File: src/rtl/linear_network_unicast_injector_pkg.sv
//------------------------------------------------------------------------------
// Module  : linear_network_unicast_injector_pkg
// Brief   : Shared defaults and the dest-tag width derivation for the injector.
// Revision: 1.0
//------------------------------------------------------------------------------
`default_nettype none

package linear_network_unicast_injector_pkg;

    localparam int unsigned c_def_data_width = 32;
    localparam int unsigned c_def_num_node   = 4;

    // A single-node network still needs a 1-bit tag to keep the ports legal.
    function automatic int unsigned ln_cmd_width(input int unsigned num_node);
        return (num_node > 1) ? $clog2(num_node) : 1;
    endfunction

endpackage

`default_nettype wire

File: src/rtl/linear_network_unicast_injector_sync_fifo.sv
//------------------------------------------------------------------------------
// Module  : linear_network_unicast_injector_sync_fifo
// Brief   : First-word-fall-through synchronous FIFO, power-of-two depth.
// Revision: 1.0
//------------------------------------------------------------------------------
`default_nettype none

module linear_network_unicast_injector_sync_fifo #(
    parameter int unsigned WIDTH = 34,
    parameter int unsigned DEPTH = 8
) (
    input  logic                       clk,
    input  logic                       rst_n,
    input  logic                       i_push,
    input  logic                       i_pop,
    input  logic [WIDTH-1:0]           i_din,
    output logic                       o_full,
    output logic                       o_empty,
    output logic [$clog2(DEPTH):0]     o_count,
    output logic [WIDTH-1:0]           o_dout
);

    localparam int unsigned c_ptr_w = $clog2(DEPTH);
    localparam int unsigned c_cnt_w = c_ptr_w + 1;
    localparam logic [c_cnt_w-1:0] c_depth = DEPTH[c_cnt_w-1:0];

    logic [WIDTH-1:0]   mem_q [DEPTH];
    logic [c_ptr_w-1:0] rd_ptr_q;
    logic [c_ptr_w-1:0] wr_ptr_q;
    logic [c_cnt_w-1:0] count_q;
    logic               w_do_push;
    logic               w_do_pop;

    assign o_full    = (count_q == c_depth);
    assign o_empty   = (count_q == '0);
    assign o_count   = count_q;
    assign o_dout    = mem_q[rd_ptr_q];
    assign w_do_push = i_push & ~o_full;
    assign w_do_pop  = i_pop & ~o_empty;

    always_ff @(posedge clk) begin
        if (w_do_push) begin
            mem_q[wr_ptr_q] <= i_din;
        end
    end

    // Pointers wrap naturally because the depth is a power of two.
    always_ff @(posedge clk or negedge rst_n) begin
        if (!rst_n) begin
            rd_ptr_q <= '0;
            wr_ptr_q <= '0;
            count_q  <= '0;
        end else begin
            if (w_do_push) begin
                wr_ptr_q <= wr_ptr_q + 1'b1;
            end
            if (w_do_pop) begin
                rd_ptr_q <= rd_ptr_q + 1'b1;
            end
            case ({w_do_push, w_do_pop})
                2'b10:   count_q <= count_q + 1'b1;
                2'b01:   count_q <= count_q - 1'b1;
                default: count_q <= count_q;
            endcase
        end
    end

endmodule

`default_nettype wire

File: src/rtl/linear_network_unicast_injector.sv
//------------------------------------------------------------------------------
// Module  : linear_network_unicast_injector
// Brief   : Buffers (data, dest) words and issues one per enabled cycle into a
//           linear unicast network, tracking words still in flight.
// Revision: 1.0
//------------------------------------------------------------------------------
`default_nettype none

module linear_network_unicast_injector
    import linear_network_unicast_injector_pkg::*;
#(
    parameter int unsigned DATA_WIDTH    = c_def_data_width,
    parameter int unsigned NUM_NODE      = c_def_num_node,
    parameter int unsigned COMMAND_WIDTH = ln_cmd_width(NUM_NODE),
    parameter int unsigned FIFO_DEPTH    = 8,
    parameter int unsigned CNT_WIDTH     = 16
) (
    input  logic                     clk,
    input  logic                     rst_n,
    input  logic                     i_valid,
    output logic                     o_ready,
    input  logic [DATA_WIDTH-1:0]    i_data,
    input  logic [COMMAND_WIDTH-1:0] i_dest,
    input  logic                     i_stall,
    output logic                     o_valid,
    output logic [DATA_WIDTH-1:0]    o_data_bus,
    output logic [COMMAND_WIDTH-1:0] o_cmd,
    output logic                     o_en,
    output logic                     o_busy,
    output logic                     o_err_dest,
    output logic [CNT_WIDTH-1:0]     o_issue_cnt
);

    localparam int unsigned c_entry_w = DATA_WIDTH + COMMAND_WIDTH;
    localparam int unsigned c_cnt_w   = $clog2(FIFO_DEPTH) + 1;
    localparam logic [COMMAND_WIDTH:0] c_num_node = NUM_NODE[COMMAND_WIDTH:0];

    logic                     w_full;
    logic                     w_empty;
    logic [c_cnt_w-1:0]       w_count;
    logic [c_cnt_w-1:0]       w_count_next;
    logic [c_entry_w-1:0]     w_head;
    logic                     w_push;
    logic                     w_dest_ok;
    logic                     w_store;
    logic                     w_pop;

    logic                     valid_q,   valid_d;
    logic [DATA_WIDTH-1:0]    data_q,    data_d;
    logic [COMMAND_WIDTH-1:0] cmd_q,     cmd_d;
    logic                     en_q,      en_d;
    logic                     busy_q,    busy_d;
    logic                     err_q,     err_d;
    logic [CNT_WIDTH-1:0]     cnt_q,     cnt_d;
    logic [NUM_NODE-1:0]      tracker_q, tracker_d;

    assign o_ready   = ~w_full;
    assign w_push    = i_valid & ~w_full;
    assign w_dest_ok = ({1'b0, i_dest} < c_num_node);
    assign w_store   = w_push & w_dest_ok;
    assign w_pop     = ~i_stall & ~w_empty;

    linear_network_unicast_injector_sync_fifo #(
        .WIDTH (c_entry_w),
        .DEPTH (FIFO_DEPTH)
    ) u_fifo (
        .clk     (clk),
        .rst_n   (rst_n),
        .i_push  (w_store),
        .i_pop   (w_pop),
        .i_din   ({i_data, i_dest}),
        .o_full  (w_full),
        .o_empty (w_empty),
        .o_count (w_count),
        .o_dout  (w_head)
    );

    assign w_count_next = w_count + {{(c_cnt_w-1){1'b0}}, w_store}
                                  - {{(c_cnt_w-1){1'b0}}, w_pop};

    always_comb begin
        valid_d   = valid_q;
        data_d    = data_q;
        cmd_d     = cmd_q;
        cnt_d     = cnt_q;
        en_d      = ~i_stall;
        err_d     = w_push & ~w_dest_ok;
        tracker_d = en_q ? {tracker_q[NUM_NODE-2:0], valid_q} : tracker_q;
        if (!i_stall) begin
            if (!w_empty) begin
                valid_d = 1'b1;
                data_d  = w_head[c_entry_w-1:COMMAND_WIDTH];
                cmd_d   = w_head[COMMAND_WIDTH-1:0];
                cnt_d   = cnt_q + 1'b1;
            end else begin
                valid_d = 1'b0;
                data_d  = '0;
            end
        end
        // Built from next-state values so busy drops the edge the last word leaves.
        busy_d = (w_count_next != '0) | valid_d | (tracker_d != '0);
    end

    always_ff @(posedge clk or negedge rst_n) begin
        if (!rst_n) begin
            valid_q   <= 1'b0;
            data_q    <= '0;
            cmd_q     <= '1;
            en_q      <= 1'b0;
            busy_q    <= 1'b0;
            err_q     <= 1'b0;
            cnt_q     <= '0;
            tracker_q <= '0;
        end else begin
            valid_q   <= valid_d;
            data_q    <= data_d;
            cmd_q     <= cmd_d;
            en_q      <= en_d;
            busy_q    <= busy_d;
            err_q     <= err_d;
            cnt_q     <= cnt_d;
            tracker_q <= tracker_d;
        end
    end

    assign o_valid     = valid_q;
    assign o_data_bus  = data_q;
    assign o_cmd       = cmd_q;
    assign o_en        = en_q;
    assign o_busy      = busy_q;
    assign o_err_dest  = err_q;
    assign o_issue_cnt = cnt_q;

endmodule

`default_nettype wire

File: config.mk
export PLATFORM = sky130hd
export DESIGN_NAME = linear_network_unicast_injector
export DESIGN_NICKNAME = d
export VERILOG_FILES = /design/src/rtl/linear_network_unicast_injector_pkg.sv /design/src/rtl/linear_network_unicast_injector_sync_fifo.sv /design/src/rtl/linear_network_unicast_injector.sv
export SDC_FILE = /design/constraint.sdc
export NUM_CORES = 1
export LEC_CHECK = 0
export ABC_AREA = 1
export CORE_MARGIN = 4
export CORE_UTILIZATION = 25
export CTS_BUF_LIST = sky130_fd_sc_hd__clkbuf_16
export DETAILED_ROUTE_END_ITERATION = 8
export SLEW_MARGIN = 25
export SYNTH_ARGS = -nofsm -noshare
export SYNTH_HDL_FRONTEND = slang
export SYNTH_SLANG_ARGS = --single-unit
File: constraint.sdc
create_clock -name clk -period 7.85 [get_ports clk]
set_input_delay 0.785 -clock clk [delete_from_list [all_inputs] [get_ports clk]]
set_output_delay 0.785 -clock clk [all_outputs]
set_load 0.1 [all_outputs]
---- Yosys cells after proc, flatten, opt, wreduce, memory -nomap -nowiden ----
Memory sizes are Yosys's and may differ from the RTL's.
Cells that the tools add are included.
operators by class
  add/sub/neg operators ................... 7
  equal/unequal tests ..................... 3
  multiplexer cells ....................... 7
  bitwise gates (word level) .............. 9
  reductions and logical operators ........ 5
operator list
  kind                     count
  $mux W32                 1
  $add A16 B1 Y16 const B  1
  $pmux W4 S2              1
  $reduce_bool A4 Y1       2
  $add A3 B1 Y3 const B    2
  $add A4 B1 Y4            1
  $add A4 B1 Y4 const B    1
  $and A1 B1 Y1            4
  $eq A4 B4 Y1 const B     1
  $logic_not A4 Y1         1
  $mux W1                  4
  $mux W4                  1
  $sub A4 B1 Y4            1
  $sub A4 B1 Y4 const B    1
  $not A1 Y1               3
  $eq A2 B1 Y1 const B     1
  $eq A2 B2 Y1 const B     1
  $or A1 B1 Y1             2
  $reduce_and A2 Y1        1
  $reduce_bool A2 Y1       1
word-level totals
  flip-flop bits (word level) ............. 67
  memory bits (writable) .................. 272
  input port bits ......................... 38
  output and inout bits ................... 55
  word-level logic and storage cells ...... 42
  memories kept ........................... 1
memories
  memory        words  bits a word  rd ports  clocked after memory_dff  wr ports  line                                             source
  u_fifo.mem_q  8      34           1         0                         1         linear_network_unicast_injector_sync_fifo.sv:27  logic [WIDTH-1:0] mem_q [DEPTH];

---- Longest topological paths before layout ----
  depth after elaboration ................. 8
  depth in mapped cells ................... 17
  mapped depth without buffers ............ 16

---- Modules after synthesis ----
A second synthesis with hierarchy kept.
second synthesis, totals
  cells, all modules ...................... 1,490
  area, all modules ....................... 14,780.4 µm²
modules (own cells, without submodules)
  module                                     instances  cells an instance  area each (µm²)  sequential area each (µm²)
  linear_network_unicast_injector_sync_fifo  1          1,256              12,298.0         8,418.1
  linear_network_unicast_injector            1          234                2,482.4          1,428.9

---- Worst setup path before layout ----
Ideal clock, no wire load.
  kind .................................... reg-to-reg
  start point ............................. register u_fifo.count_q[1], in the netlist u_fifo.o_count[1]
  end point ............................... memory u_fifo.mem_q[0][0] (enable)
  setup time .............................. 425 ps
  arrival time ............................ 3,357 ps
  required time ........................... 7,425 ps
  setup slack ............................. 4,068 ps
  stages on the path, launching flop included .. 6
  path buffers ............................ 0
  period minus slack after synthesis ...... 3,782 ps
  cells stage by stage .................... dfrtp_1 > inv_1 > nand3_1 > nand2_1 > or2_2 > nor2_1
between the ends
  longest elaborated chain between the ends .. 6
RTL lines
  item                               line                                             source
  start: declaration                 linear_network_unicast_injector_sync_fifo.sv:30  logic [c_cnt_w-1:0] count_q;
  start signal: assignment           linear_network_unicast_injector_sync_fifo.sv:61  2'b10: count_q <= count_q + 1'b1;
  start signal: assignment           linear_network_unicast_injector_sync_fifo.sv:62  2'b01: count_q <= count_q - 1'b1;
  start signal: assignment           linear_network_unicast_injector_sync_fifo.sv:63  default: count_q <= count_q;
  $eq A4 B4 Y1 (*)                   linear_network_unicast_injector_sync_fifo.sv:34  assign o_full = (count_q == c_depth);
  $not A1 Y1 (*)                     -
  net o_ready                        linear_network_unicast_injector.sv:21            output logic o_ready,
  $and A1 B1 Y1                      linear_network_unicast_injector.sv:58            assign w_push = i_valid & ~w_full;
  $and A1 B1 Y1 (*)                  linear_network_unicast_injector_sync_fifo.sv:38  assign w_do_push = i_push & ~o_full;
  $mux W1 (*)                        linear_network_unicast_injector_sync_fifo.sv:42  if (w_do_push) begin
  $mux W1 (not written as such) (*)  linear_network_unicast_injector_sync_fifo.sv:43  mem_q[wr_ptr_q] <= i_din;
  end: declaration                   linear_network_unicast_injector_sync_fifo.sv:27
The timed path passes the listed nets; every way through them passes the cells marked *.

---- Worst setup path after layout ----
  start point ............................. input port i_stall
  end point ............................... register busy_q, in the netlist o_busy
between the ends
  longest elaborated chain between the ends .. 6
  elaborated cells between the ends (all ways) .. 7
  those cells by class .................... 1 x add/sub; 1 x mux; 4 x bitwise; 1 x reduce/logical
RTL lines
  item                       line                                    source
  start: declaration         linear_network_unicast_injector.sv:24   input logic i_stall,
  $not A1 Y1 (no line)       -
  net en_d                   linear_network_unicast_injector.sv:51   logic en_q, en_d;
  $and A1 B1 Y1              linear_network_unicast_injector.sv:61   assign w_pop = ~i_stall & ~w_empty;
  $sub A4 B1 Y4              linear_network_unicast_injector.sv:79   - {{(c_cnt_w-1){1'b0}}, w_pop};
  $reduce_bool A4 Y1         linear_network_unicast_injector.sv:101  busy_d = (w_count_next != '0) | valid_d | (tracker_d != '0);
  $or A1 B1 Y1 (2 in a row)  linear_network_unicast_injector.sv:101
  net busy_d                 linear_network_unicast_injector.sv:52   logic busy_q, busy_d;
  end signal: assignment     linear_network_unicast_injector.sv:119  busy_q <= busy_d;
  end: declaration           linear_network_unicast_injector.sv:52
The timed path passes the listed nets, and every way through them passes these cells.
A chain may end at the register's enable or synchronous reset.

==> results.py <==
metrics = {
    "setup_path": {
        "cpMostUsedCell": "nand2_1",
        "worst_ep_arrival_time_ns": 4.12,
        "slowest_delay_ns": 0.59,
        "worstPathCellList": "buf_2 > inv_2 > nand2_2 > inv_2 > ha_1 > inv_1 > ha_1 > inv_1 > fa_1 > nand2_1 > nor3_1 > nand2_1 > nor3_1 > nand2_1",
        "reg2reg_to": "o_busy",
        "crit_path_end_kind": "flop",
        "reg2reg_depth": 15,
        "critPathKind": "input port to flop",
        "slowest_stage": "buf_2",
        "cp_max_fo": 44,
        "required_ns": 8.24,
        "r2r_slack_ns": 4.17,
        "start_kind": "input port",
        "r2r-start": "u_fifo.o_count[2]",
    },
    "floorplanning": {
        "fp.dieH_microns": 244,
        "die_w_microns": 244,
        "core_sq_mm": 0.0550,
        "initial_core_util_pct": 25.2,
        "row_count": 86,
        "die_area_sq_mm": 0.0593,
        "ioPinCount": 93,
    },
    "logic_synthesis": {
        "ys_types": 32,
        "synth_top_cell_by_area": "edfxtp_1",
        "synthXorXnorAreaFrac_pct": 0.884,
        "synthSimpleGateAreaFrac_pct": 15.9,
        "yosysSeqAreaShare_pct": 71.0,
        "synthMuxAreaShare_pct": 0,
        "yosys-top-cells-area": "edfxtp_1 59%, dfrtp_1 12%, nor2_1 6.1%",
        "syn_inst": 1188,
        "syn-num-nets": 1239,
        "ys_seq_elements": 339,
        "synth.avg_cell_area_sq_um": 11.7,
        "yosys_warnings": 0,
        "synth-compound-area-share_pct": 6.13,
        "synthesis.area_sq_mm": 0.0139,
        "synth_top_family_by_area": "simple AND/OR/NAND/NOR gates",
        "synth_top_area_share_pct": 58.9,
        "synth_fa_ha_area_share_pct": 1.28,
    },
    "sta": {
        "finClkSkew_ns": 0.0111,
        "max-slew-margin-rel_pct": 30.6,
        "setup_violations": 0,
        "fin_tns_setup_ns": 0,
        "tightest_slew_ns": 1.04,
        "fmax_mhz": 268,
        "slew_violations": 0,
        "fin_crit_ns": 3.73,
        "finalCritPeriodShare_pct": 47.5,
        "hold_violations": 0,
        "rsz0062_at_grt": "false",
        "holdWs_ns": 0.320,
    },
    "final_layout": {
        "mostFrequentLayoutCells": "272 x edfxtp_1, 216 x nor2_1, 180 x nand2_1, 110 x nand3_1, 89 x clkdlybuf4s50_1",
        "synthToLayoutAreaGrowth_pct": 19.6,
        "nets": 1319,
        "final_common_cell": "edfxtp_1",
        "drive_gt1_share_pct": 7.19,
    },
    "drt": {
        "route.detailed.drc": 0,
        "wirelength_mm": 32.5,
        "wire_per_inst_microns": 15.9,
        "via_count": 8703,
        "routed.top_layer": "met5",
        "drt-met1-wl_mm": 14.6,
        "drt-pass1-iter-count": 7,
        "ant_nets": 0,
        "wl_met3_mm": 2.03,
        "met2_length_mm": 15.3,
        "drt_iter0_drc": 728,
        "via_per_inst": 4.26,
    },
    "global_routing": {
        "overflow": 0,
        "grt_usage_pct": 10.6,
        "grt_pass1_vias": 8488,
        "grt_pass1_wl_mm": 49.8,
        "antenna_found_initial": 3,
        "grt_max_degree": 70,
    },
    "placed_design": {
        "place.gp.congestion": 0.757,
        "hpwl_mm": 18.8,
        "port-buffer-count": 91,
    },
    "power_and_ir_drop": {
        "p_leak_nw": 6.00,
        "powerDensity_mw_per_mm2": 407,
        "irDropWorstVdd_uv": 197,
    },
    "clock_tree": {
        "cts_tree": "yes",
        "cts.repair.resized": 0,
        "holdBufCountCts": 0,
        "clk_latency_ns": 0.51,
        "htreeDepth": 2,
        "clkSlewWorstSetupHoldPaths_ns": 0.06,
        "cts_buffers": 34,
        "clock-sinks": 339,
        "clock_tree.buffer_depth": 3,
        "postCtsSetupBuffers": 0,
        "root_buffer": "clkbuf_16",
    },
    "outcome": {
        "status": "completed",
    },
    "run": {
        "cap_violations": 0,
    },
    "min_path": {
        "min_path_type": "input port to asynchronous set/reset pin",
    },
}
worst max-delay path by stage:
stage | start | endpoint | cells after the start
after CTS | i_stall | o_busy | 14
after detailed placement | i_stall | o_busy | 14
after floorplan | u_fifo.o_count[1] | u_fifo.mem_q[0][0] | 5
after global routing | i_stall | o_busy | 14
final | i_stall | o_busy | 14
after global placement | i_stall | o_busy | 14
cell usage after synthesis (all sizes together):
cell type,n
inv,69
a21oi,1
nor3,2
fa,2
conb,1
dfrtp,65
ha,11
xnor2,5
nand4,4
nand2b,1
or2,1
nand3,110
edfxtp,272
nor2,237
clkinv,1
nand2,181
o211ai,34
buf,49
xor2,9
clkbuf,13
dfstp,2
o21ai,118
stage by stage:
stage / setup WS, ns / utilization (%) / power [mW] / std cells / instance area, sq um
floorplan: 4.07 / - / 4.53 / 1188 / 13900
global placement: 3.59 / 28.2 / 5.17 / 1980 / 15500
detailed placement: 3.52 / 28.2 / 5.22 / 1980 / 15500
CTS: 4.08 / 30.2 / 6.84 / 2041 / 16600
global route: 3.77 / 30.2 / 7.14 / 2042 / 16600
finish: 4.12 / 30.2 / 6.75 / 2043 / 16600
routing by layer:
metal	GRT usage, %	vias up
li1	-	4241
met1	13.9	4221
met2	17.6	197
met3	2.82	42
met4	2.70	2
met5	0	-
layout make-up:
cell class	instances	area (sq um)
Clock buffer	35	876
Multi-Input combinational cell	717	3420
Antenna cell	2	5.00
Clock inverter	26	221
Timing Repair Buffer	106	1020
Inverter	70	265
Fill cell	5547	38400
Sequential cell	339	9850
Tap cell	748	936
sequential cells by signal (all words and copies together) (netlist names):
name,flops
u_fifo.mem_q,272
o_data_bus,32
o_issue_cnt,16
tracker_q,4
u_fifo.o_count,4
u_fifo.rd_ptr_q,3
u_fifo.wr_ptr_q,3
o_cmd,2
o_busy,1
o_en,1
o_valid,1
cell families after synthesis:
| kind of cell | after synthesis |
|---|---|
| DFF | 339 |
| adders and majority gates | 13 |
| buffers and inverters | 132 |
| and+or+nand+nor | 536 |
| AOI/OAI and AO/OA | 153 |
| other | 1 |
| xor gates and xnor gates | 14 |
critical path: cells and delay by family:
family	cells	cell delay, ns
fa+ha+maj	3	1.20
buf+inv	5	1.35
simple gates	6	0.78
where the power goes:
part / switching, mW / leakage [nW] / internal (mW)
Combinational: 1.97 / 2.15 / 0.674
Clock: 0.662 / 0.568 / 0.942
Sequential: 0.192 / 3.29 / 2.31
No activity file was read; power rests on OpenSTA's default activity.
